### config.mk
export PLATFORM = sky130hd
export DESIGN_NAME = coin_acceptor_flat
export DESIGN_NICKNAME = d
export VERILOG_FILES = /design/src/rtl/coin_acceptor_pkg.sv /design/src/rtl/coin_acceptor_if.sv /design/src/rtl/coin_value_lut.sv /design/src/rtl/coin_acceptor.sv /design/src/flat_wrapper.sv
export SDC_FILE = /design/constraint.sdc
export NUM_CORES = 1
export LEC_CHECK = 0
export ABC_AREA = 1
export CAP_MARGIN = 20
export CORE_UTILIZATION = 50
export CTS_CLUSTER_DIAMETER = 120
export DETAILED_ROUTE_END_ITERATION = 7
export GPL_TIMING_DRIVEN = 0
export PLACE_DENSITY = 0.82
export SLEW_MARGIN = 20
export SYNTH_ARGS = -nofsm -noshare
export SYNTH_HDL_FRONTEND = slang
export SYNTH_SLANG_ARGS = --single-unit
export TNS_END_PERCENT = 20
### constraint.sdc
create_clock -name clk -period 5.8 [get_ports clk]
set_clock_uncertainty 0.15 [all_clocks]
set_input_delay 0.58 -clock clk [delete_from_list [all_inputs] [get_ports clk]]
set_output_delay 0.58 -clock clk [all_outputs]
set_load 0.005 [all_outputs]
### src/rtl/coin_acceptor_pkg.sv
// Shared coin codes, coin values in cents and accept/dispense state encoding.
// Pure definitions: no latency, no flow control.
package coin_pkg;

    localparam int CREDIT_W_DEF = 9;
    localparam int COIN_VAL_W   = 5;

    typedef enum logic [1:0] {
        COIN_PENNY   = 2'b00,
        COIN_NICKEL  = 2'b01,
        COIN_DIME    = 2'b10,
        COIN_QUARTER = 2'b11
    } coin_type_e;

    localparam logic [COIN_VAL_W-1:0] VAL_PENNY   = 5'd1;
    localparam logic [COIN_VAL_W-1:0] VAL_NICKEL  = 5'd5;
    localparam logic [COIN_VAL_W-1:0] VAL_DIME    = 5'd10;
    localparam logic [COIN_VAL_W-1:0] VAL_QUARTER = 5'd25;

    typedef enum logic [1:0] {
        ST_IDLE     = 2'b00,
        ST_CREDIT   = 2'b01,
        ST_DISPENSE = 2'b10
    } state_e;

endpackage

### src/rtl/coin_acceptor_if.sv
// Coin-slot, select/cancel requests and the registered vend/change results.
// Pulse signalling only: no ready/backpressure in either direction.
interface coin_acceptor_if #(
    parameter int CREDIT_W = 9
);
    logic                coin_valid;
    logic [1:0]          coin_type;
    logic [CREDIT_W-1:0] price;
    logic                select;
    logic                cancel;
    logic [CREDIT_W-1:0] credit;
    logic                coin_accept;
    logic                coin_reject;
    logic                vend;
    logic                short_funds;
    logic [CREDIT_W-1:0] change;
    logic                change_valid;

    modport master (
        output coin_valid, coin_type, price, select, cancel,
        input  credit, coin_accept, coin_reject, vend, short_funds, change, change_valid
    );

    modport slave (
        input  coin_valid, coin_type, price, select, cancel,
        output credit, coin_accept, coin_reject, vend, short_funds, change, change_valid
    );
endinterface

### src/rtl/coin_value_lut.sv
// Maps a 2-bit coin code to its value in cents.
// Combinational, zero latency; no flow control.
module coin_value_lut
    import coin_pkg::*;
(
    input  logic [1:0]            coin_type_i,
    output logic [COIN_VAL_W-1:0] value_o
);

    always_comb begin
        value_o = VAL_PENNY;
        case (coin_type_e'(coin_type_i))
            COIN_PENNY:   value_o = VAL_PENNY;
            COIN_NICKEL:  value_o = VAL_NICKEL;
            COIN_DIME:    value_o = VAL_DIME;
            COIN_QUARTER: value_o = VAL_QUARTER;
            default:      value_o = VAL_PENNY;
        endcase
    end

endmodule

### src/rtl/coin_acceptor.sv
// Accumulates coin credit, services select/cancel and emits vend + change.
// Coin result 1 cycle, dispense 2 cycles; never stalls, refused coins are rejected.
module coin_acceptor
    import coin_pkg::*;
#(
    parameter int CREDIT_W   = CREDIT_W_DEF,
    parameter int MAX_CREDIT = 500
) (
    input  logic           clk,
    input  logic           rst_n,
    coin_acceptor_if.slave bus
);

    localparam logic [CREDIT_W:0] MAX_CREDIT_EXT = (CREDIT_W+1)'(MAX_CREDIT);

    state_e              state_q, state_d;
    logic [CREDIT_W-1:0] credit_q, credit_d;
    logic [CREDIT_W-1:0] pend_change_q, pend_change_d;
    logic                pend_vend_q, pend_vend_d;
    logic [CREDIT_W-1:0] change_q, change_d;
    logic                coin_accept_q, coin_accept_d;
    logic                coin_reject_q, coin_reject_d;
    logic                vend_q, vend_d;
    logic                short_funds_q, short_funds_d;
    logic                change_valid_q, change_valid_d;

    logic [COIN_VAL_W-1:0] coin_val;
    logic [CREDIT_W:0]     credit_sum;

    coin_value_lut u_value_lut (
        .coin_type_i (bus.coin_type),
        .value_o     (coin_val)
    );

    // One extra bit so the MAX_CREDIT comparison never sees a wrapped sum.
    assign credit_sum = {1'b0, credit_q} + {{(CREDIT_W+1-COIN_VAL_W){1'b0}}, coin_val};

    always_comb begin
        state_d        = state_q;
        credit_d       = credit_q;
        pend_change_d  = pend_change_q;
        pend_vend_d    = pend_vend_q;
        change_d       = change_q;
        coin_accept_d  = 1'b0;
        coin_reject_d  = 1'b0;
        vend_d         = 1'b0;
        short_funds_d  = 1'b0;
        change_valid_d = 1'b0;

        case (state_q)
            ST_IDLE, ST_CREDIT: begin
                if (bus.cancel && (credit_q != '0)) begin
                    pend_change_d = credit_q;
                    pend_vend_d   = 1'b0;
                    credit_d      = '0;
                    coin_reject_d = bus.coin_valid;
                    state_d       = ST_DISPENSE;
                end else if (bus.select) begin
                    // A select owns the cycle even when refused, so a coin with it bounces.
                    coin_reject_d = bus.coin_valid;
                    if (credit_q >= bus.price) begin
                        pend_change_d = credit_q - bus.price;
                        pend_vend_d   = 1'b1;
                        credit_d      = '0;
                        state_d       = ST_DISPENSE;
                    end else begin
                        short_funds_d = 1'b1;
                    end
                end else if (bus.coin_valid) begin
                    if (credit_sum <= MAX_CREDIT_EXT) begin
                        credit_d      = credit_sum[CREDIT_W-1:0];
                        coin_accept_d = 1'b1;
                        state_d       = ST_CREDIT;
                    end else begin
                        coin_reject_d = 1'b1;
                    end
                end
            end

            ST_DISPENSE: begin
                change_d       = pend_change_q;
                change_valid_d = 1'b1;
                vend_d         = pend_vend_q;
                coin_reject_d  = bus.coin_valid;
                state_d        = ST_IDLE;
            end

            default: begin
                state_d  = ST_IDLE;
                credit_d = '0;
            end
        endcase
    end

    always_ff @(posedge clk or negedge rst_n) begin
        if (!rst_n) begin
            state_q        <= ST_IDLE;
            credit_q       <= '0;
            pend_change_q  <= '0;
            pend_vend_q    <= 1'b0;
            change_q       <= '0;
            coin_accept_q  <= 1'b0;
            coin_reject_q  <= 1'b0;
            vend_q         <= 1'b0;
            short_funds_q  <= 1'b0;
            change_valid_q <= 1'b0;
        end else begin
            state_q        <= state_d;
            credit_q       <= credit_d;
            pend_change_q  <= pend_change_d;
            pend_vend_q    <= pend_vend_d;
            change_q       <= change_d;
            coin_accept_q  <= coin_accept_d;
            coin_reject_q  <= coin_reject_d;
            vend_q         <= vend_d;
            short_funds_q  <= short_funds_d;
            change_valid_q <= change_valid_d;
        end
    end

    assign bus.credit       = credit_q;
    assign bus.coin_accept  = coin_accept_q;
    assign bus.coin_reject  = coin_reject_q;
    assign bus.vend         = vend_q;
    assign bus.short_funds  = short_funds_q;
    assign bus.change       = change_q;
    assign bus.change_valid = change_valid_q;

endmodule

### src/flat_wrapper.sv
// flat-port wrapper written by rule: the top's interface ports become plain ports
module coin_acceptor_flat import coin_pkg::*;
#(
    parameter int CREDIT_W   = CREDIT_W_DEF,
    parameter int MAX_CREDIT = 500
)
  (clk, rst_n, bus_coin_valid, bus_coin_type, bus_price, bus_select, bus_cancel, bus_credit, bus_coin_accept, bus_coin_reject, bus_vend, bus_short_funds, bus_change, bus_change_valid);
  coin_acceptor_if #(.CREDIT_W(CREDIT_W)) bus_i ();
  input  logic clk;
  input  logic rst_n;
  input wire logic [$bits(bus_i.coin_valid)-1:0] bus_coin_valid;
  input wire logic [$bits(bus_i.coin_type)-1:0] bus_coin_type;
  input wire logic [$bits(bus_i.price)-1:0] bus_price;
  input wire logic [$bits(bus_i.select)-1:0] bus_select;
  input wire logic [$bits(bus_i.cancel)-1:0] bus_cancel;
  output wire logic [$bits(bus_i.credit)-1:0] bus_credit;
  output wire logic [$bits(bus_i.coin_accept)-1:0] bus_coin_accept;
  output wire logic [$bits(bus_i.coin_reject)-1:0] bus_coin_reject;
  output wire logic [$bits(bus_i.vend)-1:0] bus_vend;
  output wire logic [$bits(bus_i.short_funds)-1:0] bus_short_funds;
  output wire logic [$bits(bus_i.change)-1:0] bus_change;
  output wire logic [$bits(bus_i.change_valid)-1:0] bus_change_valid;
  assign bus_i.coin_valid = bus_coin_valid;
  assign bus_i.coin_type = bus_coin_type;
  assign bus_i.price = bus_price;
  assign bus_i.select = bus_select;
  assign bus_i.cancel = bus_cancel;
  assign bus_credit = bus_i.credit;
  assign bus_coin_accept = bus_i.coin_accept;
  assign bus_coin_reject = bus_i.coin_reject;
  assign bus_vend = bus_i.vend;
  assign bus_short_funds = bus_i.short_funds;
  assign bus_change = bus_i.change;
  assign bus_change_valid = bus_i.change_valid;
  coin_acceptor #(.CREDIT_W(CREDIT_W), .MAX_CREDIT(MAX_CREDIT)) u_core (.clk(clk), .rst_n(rst_n), .bus(bus_i));
endmodule
==> results of run 1 <==
-- per-layer routing --
layer / track usage [%] / vias up / wire length [um]
li1: - / 1099 / -
met1: 28.74 / 953 / 2304
met2: 37.93 / 55 / 2500
met3: 4.274 / 11 / 262
met4: 7.556 / 0 / 87
met5: 0 / - / 0
-- power by group --
part | switching, mW | internal, mW
combinational | 0.420 | 0.320
clock | 0.0918 | 0.128
sequential | 0.0692 | 0.340
-- state kept, by name, indices dropped and copies added, names as in the netlist --
signal and flops:
u_core.bus.vend 1, u_core.bus.coin_reject 1, u_core.bus.credit 9, u_core.bus.change 9
u_core.state_q 2, u_core.pend_vend_q 1, u_core.bus.change_valid 1, u_core.bus.short_funds 1
u_core.pend_change_q 9, u_core.bus.coin_accept 1
-- per-stage QoR --
step	worst slack (ns)	util, %
finish	2.795	66.33
global route	2.578	66.33
CTS	2.780	66.33
detailed placement	2.482	63.57
global placement	2.541	63.23
floorplan	3.259	-
-- cell families (layout without fill, tap and decap cells) --
logic type	count (synthesis)	count (layout)	share of synthesized area, %
simple gates	175	175	33.76
buf+inv	56	104	9.365
flops	35	35	37.04
compound gates	33	33	7.672
fa+ha+maj	16	16	9.101
xor+xnor	6	6	2.223
mux	2	2	0.8466
-- worst max-delay path, stage by stage --
cell             delay [ns]
clkdlybuf4s50_1        0.47
inv_1                  0.05
nand2_1                0.13
ha_1                   0.23
inv_1                  0.07
fa_1                   0.41
inv_1                  0.07
nand2_1                0.05
nand2_2                0.09
nand2_1                0.07
xnor2_1                0.19
nand2_1                0.09
clkinv_1               0.06
nand3_2                0.10
nand3_4                0.11
nand2_4                0.07
nand2_4                0.11
nand2_1                0.06
nand2_1                0.06
-- cell usage after synthesis (all sizes together) --
master / n / area share (%)
nand2: 126 / 21
inv: 49 / 7.9
dfrtp: 35 / 37
nor2: 21 / 5.1
o21ai: 21 / 4.6
nand3: 19 / 5.2
ha: 14 / 7.4
a21oi: 8 / 1.9
buf: 3 / 0.85
or2: 3 / 0.90
xnor2: 3 / 1.1
xor2: 3 / 1.1
clkbuf: 2 / 0.32
clkinv: 2 / 0.32
fa: 2 / 1.7
mux2i: 2 / 0.85
nand4: 2 / 0.53
nor3: 2 / 0.42
o211ai: 2 / 0.63
a21o: 1 / 0.32
and2: 1 / 0.26
nor4: 1 / 0.26
o22ai: 1 / 0.26
-- how the worst min path moves through the flow --
| stage | start | end | cells after the start |
|---|---|---|---|
| final | u_core.bus.change[7] | u_core.bus.change[7] | 2 |
| after global routing | u_core.bus.change[1] | u_core.bus.change[1] | 2 |
| after CTS | u_core.bus.change[7] | u_core.bus.change[7] | 2 |
| after detailed placement | rst_n | u_core.bus.credit[0] | 1 |
| after global placement | u_core.bus.change[2] | u_core.bus.change[2] | 2 |
| after floorplan | rst_n | u_core.bus.change[0] | 0 |
-- final cells by class --
cell class | instances | share of cell area [%]
multi-input cells | 232 | 43.00
repair buffers | 40 | 13.75
inverters | 51 | 6.579
flip-flops and latches | 35 | 29.71
clock inverters | 3 | 1.486
plain buffers | 5 | 0.9338
clock buffers | 5 | 2.334
well taps | 52 | 2.207
-- placed cells by master, fill, tap and decap left out, drive strengths merged --
cell             n
nand4            2
and2             1
o21ai           21
clkinv           4
clkdlybuf4s50   37
nor4             1
a21oi            8
nand2          126
nand3           19
fa               2
o211ai           2
dfrtp           35
ha              14
nor3             2
mux2i            2
inv             49
or2              3
buf              5
nor2            21
clkbuf           7
bufinv           1
xnor2            3
xor2             3
dlygate4sd3      1
o22ai            1
a21o             1
==> impl_metrics.tcl, run 1 <==
set metrics [dict create \
    routed_wl_um 5155 \
    grt_antenna_before_repair 0 \
    vias 2118 \
    die_w_um 70.77 \
    maxSlewViolCount 0 \
    crit_fanout 9 \
    cp-startpoint "bus_coin_type[0]" \
    first_global_vias 1986 \
    powerDensity_mw_per_mm2 464.2 \
    reg2reg_slack_ns 3.26 \
    synth-seq-area-share_pct 37.04 \
    reg2reg_from "u_core.bus.credit[1]" \
    first_pass_iters 7 \
    worstMarginPinSlew_ns 0.4006 \
    synth.distinct_cells 36 \
    slew_headroom_pct 73.30 \
    fp.dieH_um 70.77 \
    critical_path_class "input port to flop" \
    grt_max_degree 32 \
    worstReg2RegEnd "u_core.bus.credit[3]" \
    cts_tree "yes" \
    start_util_pct 53.21 \
    setup_tns_ns 0 \
    cts.path.max_buffers 2 \
    cts-root-buf "clkbuf_8" \
    drive_above_1_share_pct 10.51 \
    crit_required_ns 5.88 \
    nets 402 \
    globalRouteOverflowTotal 0 \
    clk_latency_ns 0.29 \
    arrival_ns 3.09 \
    grt_use_total_pct 22.36 \
    peakVddDrop_v 0.0002031 \
    io_pins 39 \
    syn_to_final_growth_pct 24.66 \
    worst_hold_slack_ns 0.3227 \
    postCtsSetupBuffers 0 \
    n_fill_cell 406 \
    synth_fp_nets 355 \
    syn-cell-area_mm2 0.002365 \
    drt-initial-drc-count 107 \
    multiInputGateArea_mm2 0.001267 \
    status "finished with violations" \
    yosys_warnings 0 \
    syn_avg_cell_area_um2 7.321 \
    synth-seq-cells 35 \
    finalHoldViolations 0 \
    p_leak_nw 1.620 \
    finalSetupViolCount 0 \
    place_congestion 0.9801 \
    grt_pass1_wl_um 8825 \
    synthCells 323 \
    clkSinkCount 35 \
    power_mw 1.368 \
    dp_hpwl_um 4021 \
    post_drt_via_cell_ratio 5.007 \
    n_antenna_cell 0 \
    fmax_mhz 332.8 \
    place_inst 414 \
    core_mm2 0.004444 \
    finalNonFillerCells 423 \
    drc 8 \
    htree_levels 2 \
    finalCritPeriodShare_pct 51.81 \
    fin_area_mm2 0.002948 \
    cp-endpoint "u_core.bus.credit[3]" \
    rsz0062_at_grt "no" \
    portBuffers 38 \
    cts_resized 0 \
    hold_class "flop to flop" \
    worstSetupEndpointType "flop" \
    cts_hold_buf 1 \
    critPathLaunchType "input port" \
    routedWlPerCell_um 12.19 \
    cts_buffers 5 \
    row_count 24 \
    drt.antenna.violating_nets 0 \
    die_area_mm2 0.005008 \
    seq_area_um2 875.8 \
    dpl-instance-area_mm2 0.002825 \
    r2r_cells 15 \
    clk_pin_slew_worst_paths_ns 0.08 \
    violations "DRC" \
    period_needed_ns 3.005 \
    max_cap_violations 0 \
]
Note: power is estimated with default switching activity, not from simulation.
==> run 2, diff against run 1 <==
--- a/config.mk
+++ b/config.mk
@@ -7,7 +7,7 @@
 export LEC_CHECK = 0
 export ABC_AREA = 1
 export CAP_MARGIN = 20
-export CORE_UTILIZATION = 50
+export CORE_UTILIZATION = 48
 export CTS_CLUSTER_DIAMETER = 120
 export DETAILED_ROUTE_END_ITERATION = 7
 export GPL_TIMING_DRIVEN = 0
==> constraint.sdc (replaced) <==
create_clock -name clk -period 2.45 [get_ports clk]
set_clock_uncertainty 0.15 [all_clocks]
set_input_delay 0.245 -clock clk [delete_from_list [all_inputs] [get_ports clk]]
set_output_delay 0.245 -clock clk [all_outputs]
set_load 0.005 [all_outputs]
==> impl_metrics.tcl, run 2 (synthesis results as in run 1) <==
set metrics [dict create \
    die_w_um 72.19 \
    place_inst 429 \
    n_fill_cell 409 \
    cts.path.max_buffers 2 \
    vias 2201 \
    drt-initial-drc-count 90 \
    r2r_cells 14 \
    drt.antenna.violating_nets 0 \
    finalNonFillerCells 446 \
    finalHoldViolations 0 \
    portBuffers 38 \
    critPathLaunchType "flop" \
    globalRouteOverflowTotal 0 \
    finalCritPeriodShare_pct 94.99 \
    p_int_mw 1.855 \
    cts_buffers 5 \
    post_drt_via_cell_ratio 4.935 \
    maxSlewViolCount 0 \
    row_count 25 \
    syn_to_final_growth_pct 30.21 \
    drc 2 \
    power_mw 3.305 \
    clk_pin_slew_worst_paths_ns 0.07 \
    htree_levels 2 \
    final_cell_mix "114 x nand2_1, 43 x inv_1, 35 x clkdlybuf4s50_1, 32 x dfrtp_1, 15 x nor2_1" \
    core_mm2 0.004723 \
    power.share.sequential_pct 29.2 \
    critical_path_class "flop to flop" \
    grt_max_degree 31 \
    p_leak_nw 1.655 \
    worstSetupEndpointType "flop" \
    place_congestion 0.8713 \
    swShare_pct 43.89 \
    first_pass_iters 7 \
    switching_power_mw 1.451 \
    first_global_vias 2092 \
    routed_wl_um 5441 \
    grt_use_total_pct 23.37 \
    clkSinkCount 35 \
    io_pins 39 \
    n_antenna_cell 0 \
    die_area_mm2 0.005211 \
    worstMarginPinSlew_ns 0.3742 \
    max_cap_violations 0 \
    dp_hpwl_um 4104 \
    arrival_ns 2.36 \
    crit_fanout 5 \
    hold_class "input port to asynchronous set/reset pin" \
    status "finished with violations" \
    rsz0062_at_grt "yes" \
    violations "DRC" \
    grt_use_met3_pct 4.583 \
    p_comb_share_pct 58.4 \
    period_needed_ns 2.327 \
    use_met2_pct 40.71 \
    dpl-instance-area_mm2 0.002844 \
    finalSetupViolCount 0 \
    fin_area_mm2 0.003079 \
    crit_required_ns 2.48 \
    fp.dieH_um 72.19 \
    grt_busiest_layer "met2" \
    grt_pass1_wl_um 9197 \
    grt_antenna_before_repair 0 \
    fmax_mhz 429.7 \
    slew_headroom_pct 75.05 \
    powerDensity_mw_per_mm2 1073 \
    routedWlPerCell_um 12.20 \
    layout_commonest_cell "nand2_1" \
    cts-root-buf "clkbuf_8" \
    setup_tns_ns 0 \
    start_util_pct 50.07 \
    peakVddDrop_v 0.0004651 \
    clk_latency_ns 0.29 \
    cts_tree "yes" \
    drive_above_1_share_pct 17.15 \
    p_clk_share_pct 12.4 \
    gr-usage-met1_pct 27.20 \
    nets 410 \
]
## run 2: cell types whose count changed in the layout (fill, tap and decap cells not counted), moves of 3 or more
cell     delta
buf_4       +7
dfrtp_1     -3
dfrtp_2     +3
ha_1        -5
ha_2        +3
nand2_1     -6
nand2_2     +6
## run 2: timing repair
action                                  in CTS  in global routing
hold buffers                                 1                  0
resized for setup                           13                 12
endpoints found under the setup margin      12                 11
buffers inserted                             3                  4
gates cloned                                 1                  0
pin swaps                                    8                  8
endpoints found under the hold margin       35                  0
## run 2: path summary, 6_finish.rpt
path	from	endpoint	slack, ns
setup / recovery	u_core.bus.credit[0]	u_core.bus.credit[0]	0.12
hold / removal	rst_n	u_core.bus.credit[2]	0.18
setup reg to reg	u_core.bus.credit[0]	u_core.bus.credit[0]	0.12
hold reg to reg	u_core.bus.change[1]	u_core.bus.change[1]	0.32
max in group asynchronous	rst_n	u_core.bus.credit[6]	1.57
min in group clk	u_core.bus.change[1]	u_core.bus.change[1]	0.32
## run 2: metal layers
| layer | up-vias | wire length (um) |
|---|---|---|
| li1 | 1116 | - |
| met1 | 998 | 2320 |
| met2 | 72 | 2690 |
| met3 | 15 | 237 |
| met4 | 0 | 192 |
| met5 | - | 0 |
## run 2: area by class of cell
class	count	area (um^2)	area share, %
clock inverters	2	12.51	0.4063
clock buffers	6	72.57	2.357
inverters	51	195.2	6.339
well taps	67	83.83	2.722
multi-input cells	233	1349	43.80
flip-flops and latches	35	879.6	28.57
repair buffers	47	459.2	14.91
plain buffers	5	27.53	0.8939
## run 2: stage by stage
| stage | utilization [%] | hold WS (ns) | setup slack, ns |
|---|---|---|---|
| floorplan | - | -0.2006 | 0.2316 |
| global placement | 59.89 | 0.3045 | -0.4674 |
| detailed placement | 60.21 | -0.05503 | -0.4895 |
| CTS | 63.81 | 0.1834 | 0.005587 |
| global route | 65.19 | 0.1930 | -0.004023 |
| finish | 65.19 | 0.1764 | 0.1229 |
## run 2: power by group through the flow
stage / Sequential [mW] / Combinational, mW / Clock (mW)
final: 0.965 / 1.93 / 0.411
after CTS: 0.972 / 1.86 / 0.415
after detailed placement: 0.977 / 1.76 / 0
after floorplan: 0.951 / 1.17 / 0
after global routing: 0.990 / 2.14 / 0.441
after global placement: 0.967 / 1.70 / 0
## run 2: critical path, stage by stage, from the launching register on
cell and delay (ns):
dfrtp_2 0.42, ha_4 0.14, inv_1 0.04, fa_2 0.53, inv_1 0.04, o21ai_1 0.12, nand3_1 0.08, nand2_1 0.11
clkinv_2 0.07, nand3_4 0.07, nand3_4 0.11, nand2_4 0.13, nand2_4 0.08, nand2_2 0.07, nand2_2 0.05
==> RTL edit 1: new RTL, flow settings as in run 2 <==
`CREDIT_W_DEF`: 9 -> 7.
--- a/src/rtl/coin_acceptor_pkg.sv
+++ b/src/rtl/coin_acceptor_pkg.sv
@@ -3,5 +3,5 @@
 package coin_pkg;
 
-    localparam int CREDIT_W_DEF = 9;
+    localparam int CREDIT_W_DEF = 7;
     localparam int COIN_VAL_W   = 5;
 
Interface: changed (resized bus_change, bus_credit and bus_price); port bits go from 39 to 33. No check against the original RTL was run, so the function may have changed too.
==> RTL edit 1 against run 2 <==
Design area decreased by 22%; setup slack better by 0.13 ns; sequential share of layout area rose by 1.6 points; synthesized area fell by 18%; sequential cell count shrank 6; wire length fell by 23%; total power down 19%; critical path type unchanged; highest routed layer unchanged.
==> RTL edit 1: results (changes against run 2) <==
- Status: finished clean (was finished with violations).
- The area used by sequential logic in the layout is 725.7 µm² (was 879.6 µm²).
- The multi-input combinational cell count is 181 (was 233).
- The first-pass GRT wire length is 7.024 mm (was 9.197 mm).
- The leakage power of the design is 1.278 nW (was 1.655 nW).
- The die outline width came to 65.44 µm (was 72.19 µm).
- The pin count of the biggest net entering global routing is 30 (was 31).
- The met3 wire length is 235 µm (was 237 µm).
- The first-pass detailed-route iteration total is 4 (was 7).
- The power dissipated by switching net loads was 1.162 mW (was 1.451 mW).
- The clock buffer count in the final layout is 5 (was 6).
- The worst hold slack across all endpoints was 0.3248 ns (was 0.1764 ns).
- The endpoint arrival time on the critical path came to 2.22 ns (was 2.36 ns).
- The placed wire-length estimate after detailed placement is 3.225 mm (was 4.104 mm).
- The cell with the largest stage delay on the worst path is sky130_fd_sc_hd__dfrtp_1 (was sky130_fd_sc_hd__fa_2).
- The met2 capacity usage during global routing is 38.27% (was 40.71%).
- The fraction of final layout cells with drive strength greater than 1 is 12.46% (was 17.15%).
- The count of port buffers added during placement came to 32 (was 38).
- The worst stage delay on the critical path is 0.50 ns (was 0.53 ns).
- The aggregate global-route resource usage is 21.90% (was 23.37%).
- The fill cell total of the finished layout was 337 (was 409).
- The via count normalized by instance count is 5.017 (was 4.935).
- The maximum fanout along the worst path is 10 (was 5).
- The layout buffering overhead excluding clock cells is 15.04% (was 15.81%).
- Top cell types by occurrence after synthesis: 87 x sky130_fd_sc_hd__nand2_1, 35 x sky130_fd_sc_hd__inv_1, 29 x sky130_fd_sc_hd__dfrtp_1 (was 120 x sky130_fd_sc_hd__nand2_1, 44 x sky130_fd_sc_hd__inv_1, 35 x sky130_fd_sc_hd__dfrtp_1).
- The net count reported at finish is 324 (was 410).
- The standard cell area after detailed placement is 2307 µm² (was 2844 µm²).
- The buffer count from post-CTS setup fixing was 0 (was 3).
- The worst min-delay path category was reg2reg (was in2async).
- The end-of-flow core utilization came to 63.74% (was 65.19%).
- The routability congestion estimate is 0.8475 (was 0.8713).
- The reg2reg setup slack is 0.25 ns (was 0.12 ns).
[RTL edit 1: cell count changes after synthesis, sizes merged, moves of 3 or more]
cell,before,now
dfrtp,35,29
nand3,19,12
o21ai,21,16
or2,3,0
inv,49,41
nand4,2,9
nand2,126,92
[RTL edit 1: power groups by stage]
stage          Clock [mW]  Combinational [mW]  Sequential, mW
2_1_floorplan           0                1.01           0.790
3_3_place_gp            0                1.44           0.818
3_5_place_dp            0                1.48           0.822
4_1_cts             0.388                1.49           0.817
5_1_grt             0.407                1.67           0.839
6_report            0.376                1.48           0.819
[RTL edit 1: stage by stage]
stage | worst slack, ns | std cells
after floorplan | 0.5086 | 256
final | 0.2548 | 345
after CTS | 0.2530 | 345
after detailed placement | 0.04861 | 336
after global placement | 0.07967 | 336
after global routing | 0.08474 | 345
[RTL edit 1: tightest hold or removal path, delay by kind of cell, from the launching register on]
family / cells / cell delay, ns
simple gates: 2 / 0.11
flops: 1 / 0.34
[RTL edit 1: kinds of logic (layout without fill, tap and decap cells)]
kind of cell	after synthesis	after routing	synth area share [%]
flops	29	29	37.56
buf+inv	46	87	9.844
xor+xnor	5	5	2.267
fa+ha+maj	14	14	9.844
compound gates	25	25	7.966
simple gates	137	137	32.51
[RTL edit 1: final timing paths]
check,cells past startpoint,endpoint,startpoint
setup / recovery,12,u_core.pend_change_q[3],u_core.bus.credit[5]
hold / removal,2,u_core.bus.change[5],u_core.pend_change_q[5]
setup reg to reg,12,u_core.pend_change_q[3],u_core.bus.credit[5]
hold reg to reg,2,u_core.bus.change[5],u_core.pend_change_q[5]
max in group asynchronous,2,u_core.bus.credit[6],rst_n
min in group asynchronous,2,u_core.bus.change[1],rst_n
==> RTL edit 2: new RTL, flow settings as in run 2 <==
Without the edit above. The 3 states of `state_e` get a one-hot encoding in 3 bits.
--- a/src/rtl/coin_acceptor_pkg.sv
+++ b/src/rtl/coin_acceptor_pkg.sv
@@ -18,8 +18,8 @@
     localparam logic [COIN_VAL_W-1:0] VAL_QUARTER = 5'd25;
 
-    typedef enum logic [1:0] {
-        ST_IDLE     = 2'b00,
-        ST_CREDIT   = 2'b01,
-        ST_DISPENSE = 2'b10
+    typedef enum logic [2:0] {
+        ST_IDLE     = 3'b001,
+        ST_CREDIT   = 3'b010,
+        ST_DISPENSE = 3'b100
     } state_e;
 
Check against the original RTL: same outputs for any inputs over 4 cycles, from zero or initial values and one cycle with rst_n low; so few cycles prove little.
==> RTL edit 2 against run 2 <==
Die area up 5.1%; wire length rose by 7.5%; design area grew 5.2%; synthesized area up 5.2%; largest power group unchanged; sequential cell count up 1; setup slack worse by 0.082 ns; total power fell by 3.2%; worst hold slack improved by 0.11 ns; sequential share of layout area decreased by 0.61 points; clock power rose by 10%; core utilization up 1.6 points.
==> RTL edit 2: results (changes against run 2) <==
- The share of the yosys chip area belonging to registers is 36.25% (was 37.04%).
- Top cell types by occurrence after synthesis: 118 x sky130_fd_sc_hd__nand2_1, 41 x sky130_fd_sc_hd__inv_1, 35 x sky130_fd_sc_hd__dfrtp_1 (was 120 x sky130_fd_sc_hd__nand2_1, 44 x sky130_fd_sc_hd__inv_1, 35 x sky130_fd_sc_hd__dfrtp_1).
- The placed wire-length estimate after detailed placement was 4.331 mm (was 4.104 mm).
- The total power of the final layout was 3.198 mW (was 3.305 mW).
- The fraction of final layout cells with drive strength greater than 1 is 16.45% (was 17.15%).
- The worst hold slack across all endpoints is 0.2885 ns (was 0.1764 ns).
- The worst slack after detailed placement is -0.5206 ns (was -0.4895 ns).
- The pin count of the biggest net entering global routing came to 20 (was 31).
- The gate count of the mapped netlist is 334 (was 323).
- The internal power is 1.843 mW (was 1.855 mW).
- The share of cell area taken by muxes after synthesis came to 0.8044% (was 0.8466%).
- The worst stage delay on the critical path is 0.42 ns (was 0.53 ns).
- The aggregate global-route resource usage came to 23.29% (was 23.37%).
- The wire length per cell came to 12.83 µm (was 12.20 µm).
- The cell count of the worst reg-to-reg path came to 17 (was 14).
- The net count reported at finish was 421 (was 410).
- The endpoint arrival time on the critical path is 2.48 ns (was 2.36 ns).
- The timing-limited maximum frequency is 0.4150 GHz (was 0.4297 GHz).
- The standard cell area after detailed placement is 2975 µm² (was 2844 µm²).
- Status: finished clean (was finished with violations).
- The synthesized-area fraction occupied by xor and xnor cells was 2.112% (was 2.222%).
- The number of different library cells in the post-synthesis netlist is 38 (was 36).
- The total via count in the routed design is 2321 (was 2201).
- The cell with the largest stage delay on the worst path is sky130_fd_sc_hd__dfrtp_2 (was sky130_fd_sc_hd__fa_2).
- The reg2reg setup slack is 0.04 ns (was 0.12 ns).
- The fill cell total of the finished layout was 401 (was 409).
- The count of routing violations after the opening detailed-route iteration is 112 (was 90).
- The routability congestion estimate is 0.8931 (was 0.8713).
- The leakage power of the design is 1.675 nW (was 1.655 nW).
- The end of the worst register-to-register path is u_core.bus.credit[7] (was u_core.bus.credit[0]).
- The via count of the first global-routing pass came to 2216 (was 2092).
- The maximum fanout along the worst path is 6 (was 5).
- The first-pass detailed-route iteration total came to 4 (was 7).
- The via count normalized by instance count is 5.090 (was 4.935).
-- RTL edit 2: cell types whose count changed after synthesis, sizes merged, moves of 2 or more --
cell,before,now
nand3,19,27
nor2,21,29
inv,49,45
nand2,126,129
o21ai,21,18
o211ai,2,0
-- RTL edit 2: how the worst min path moves through the flow --
stage / from / endpoint
finish: rst_n / u_core.pend_change_q[2]
global route: rst_n / u_core.bus.credit[7]
CTS: rst_n / u_core.bus.vend
detailed placement: rst_n / u_core.bus.vend
global placement: u_core.bus.change[2] / u_core.bus.change[2]
floorplan: rst_n / u_core.bus.change[0]
-- RTL edit 2: cell type report --
cell class | instances | share of cell area [%]
buffer | 4 | 1.081
tap | 67 | 2.587
inverter | 46 | 5.483
sequential | 36 | 27.95
timing repair buffer | 46 | 14.05
multi-input combinational | 250 | 45.87
clock buffer | 7 | 2.973
-- RTL edit 2: layer usage --
layer	part of all wire (%)	wire [µm]	global-route usage (%)
met5	0	0	0
met1	42	2437	25.99
met3	3.9	228	4.336
met4	2.1	123	5.769
met2	52	3060	45.05
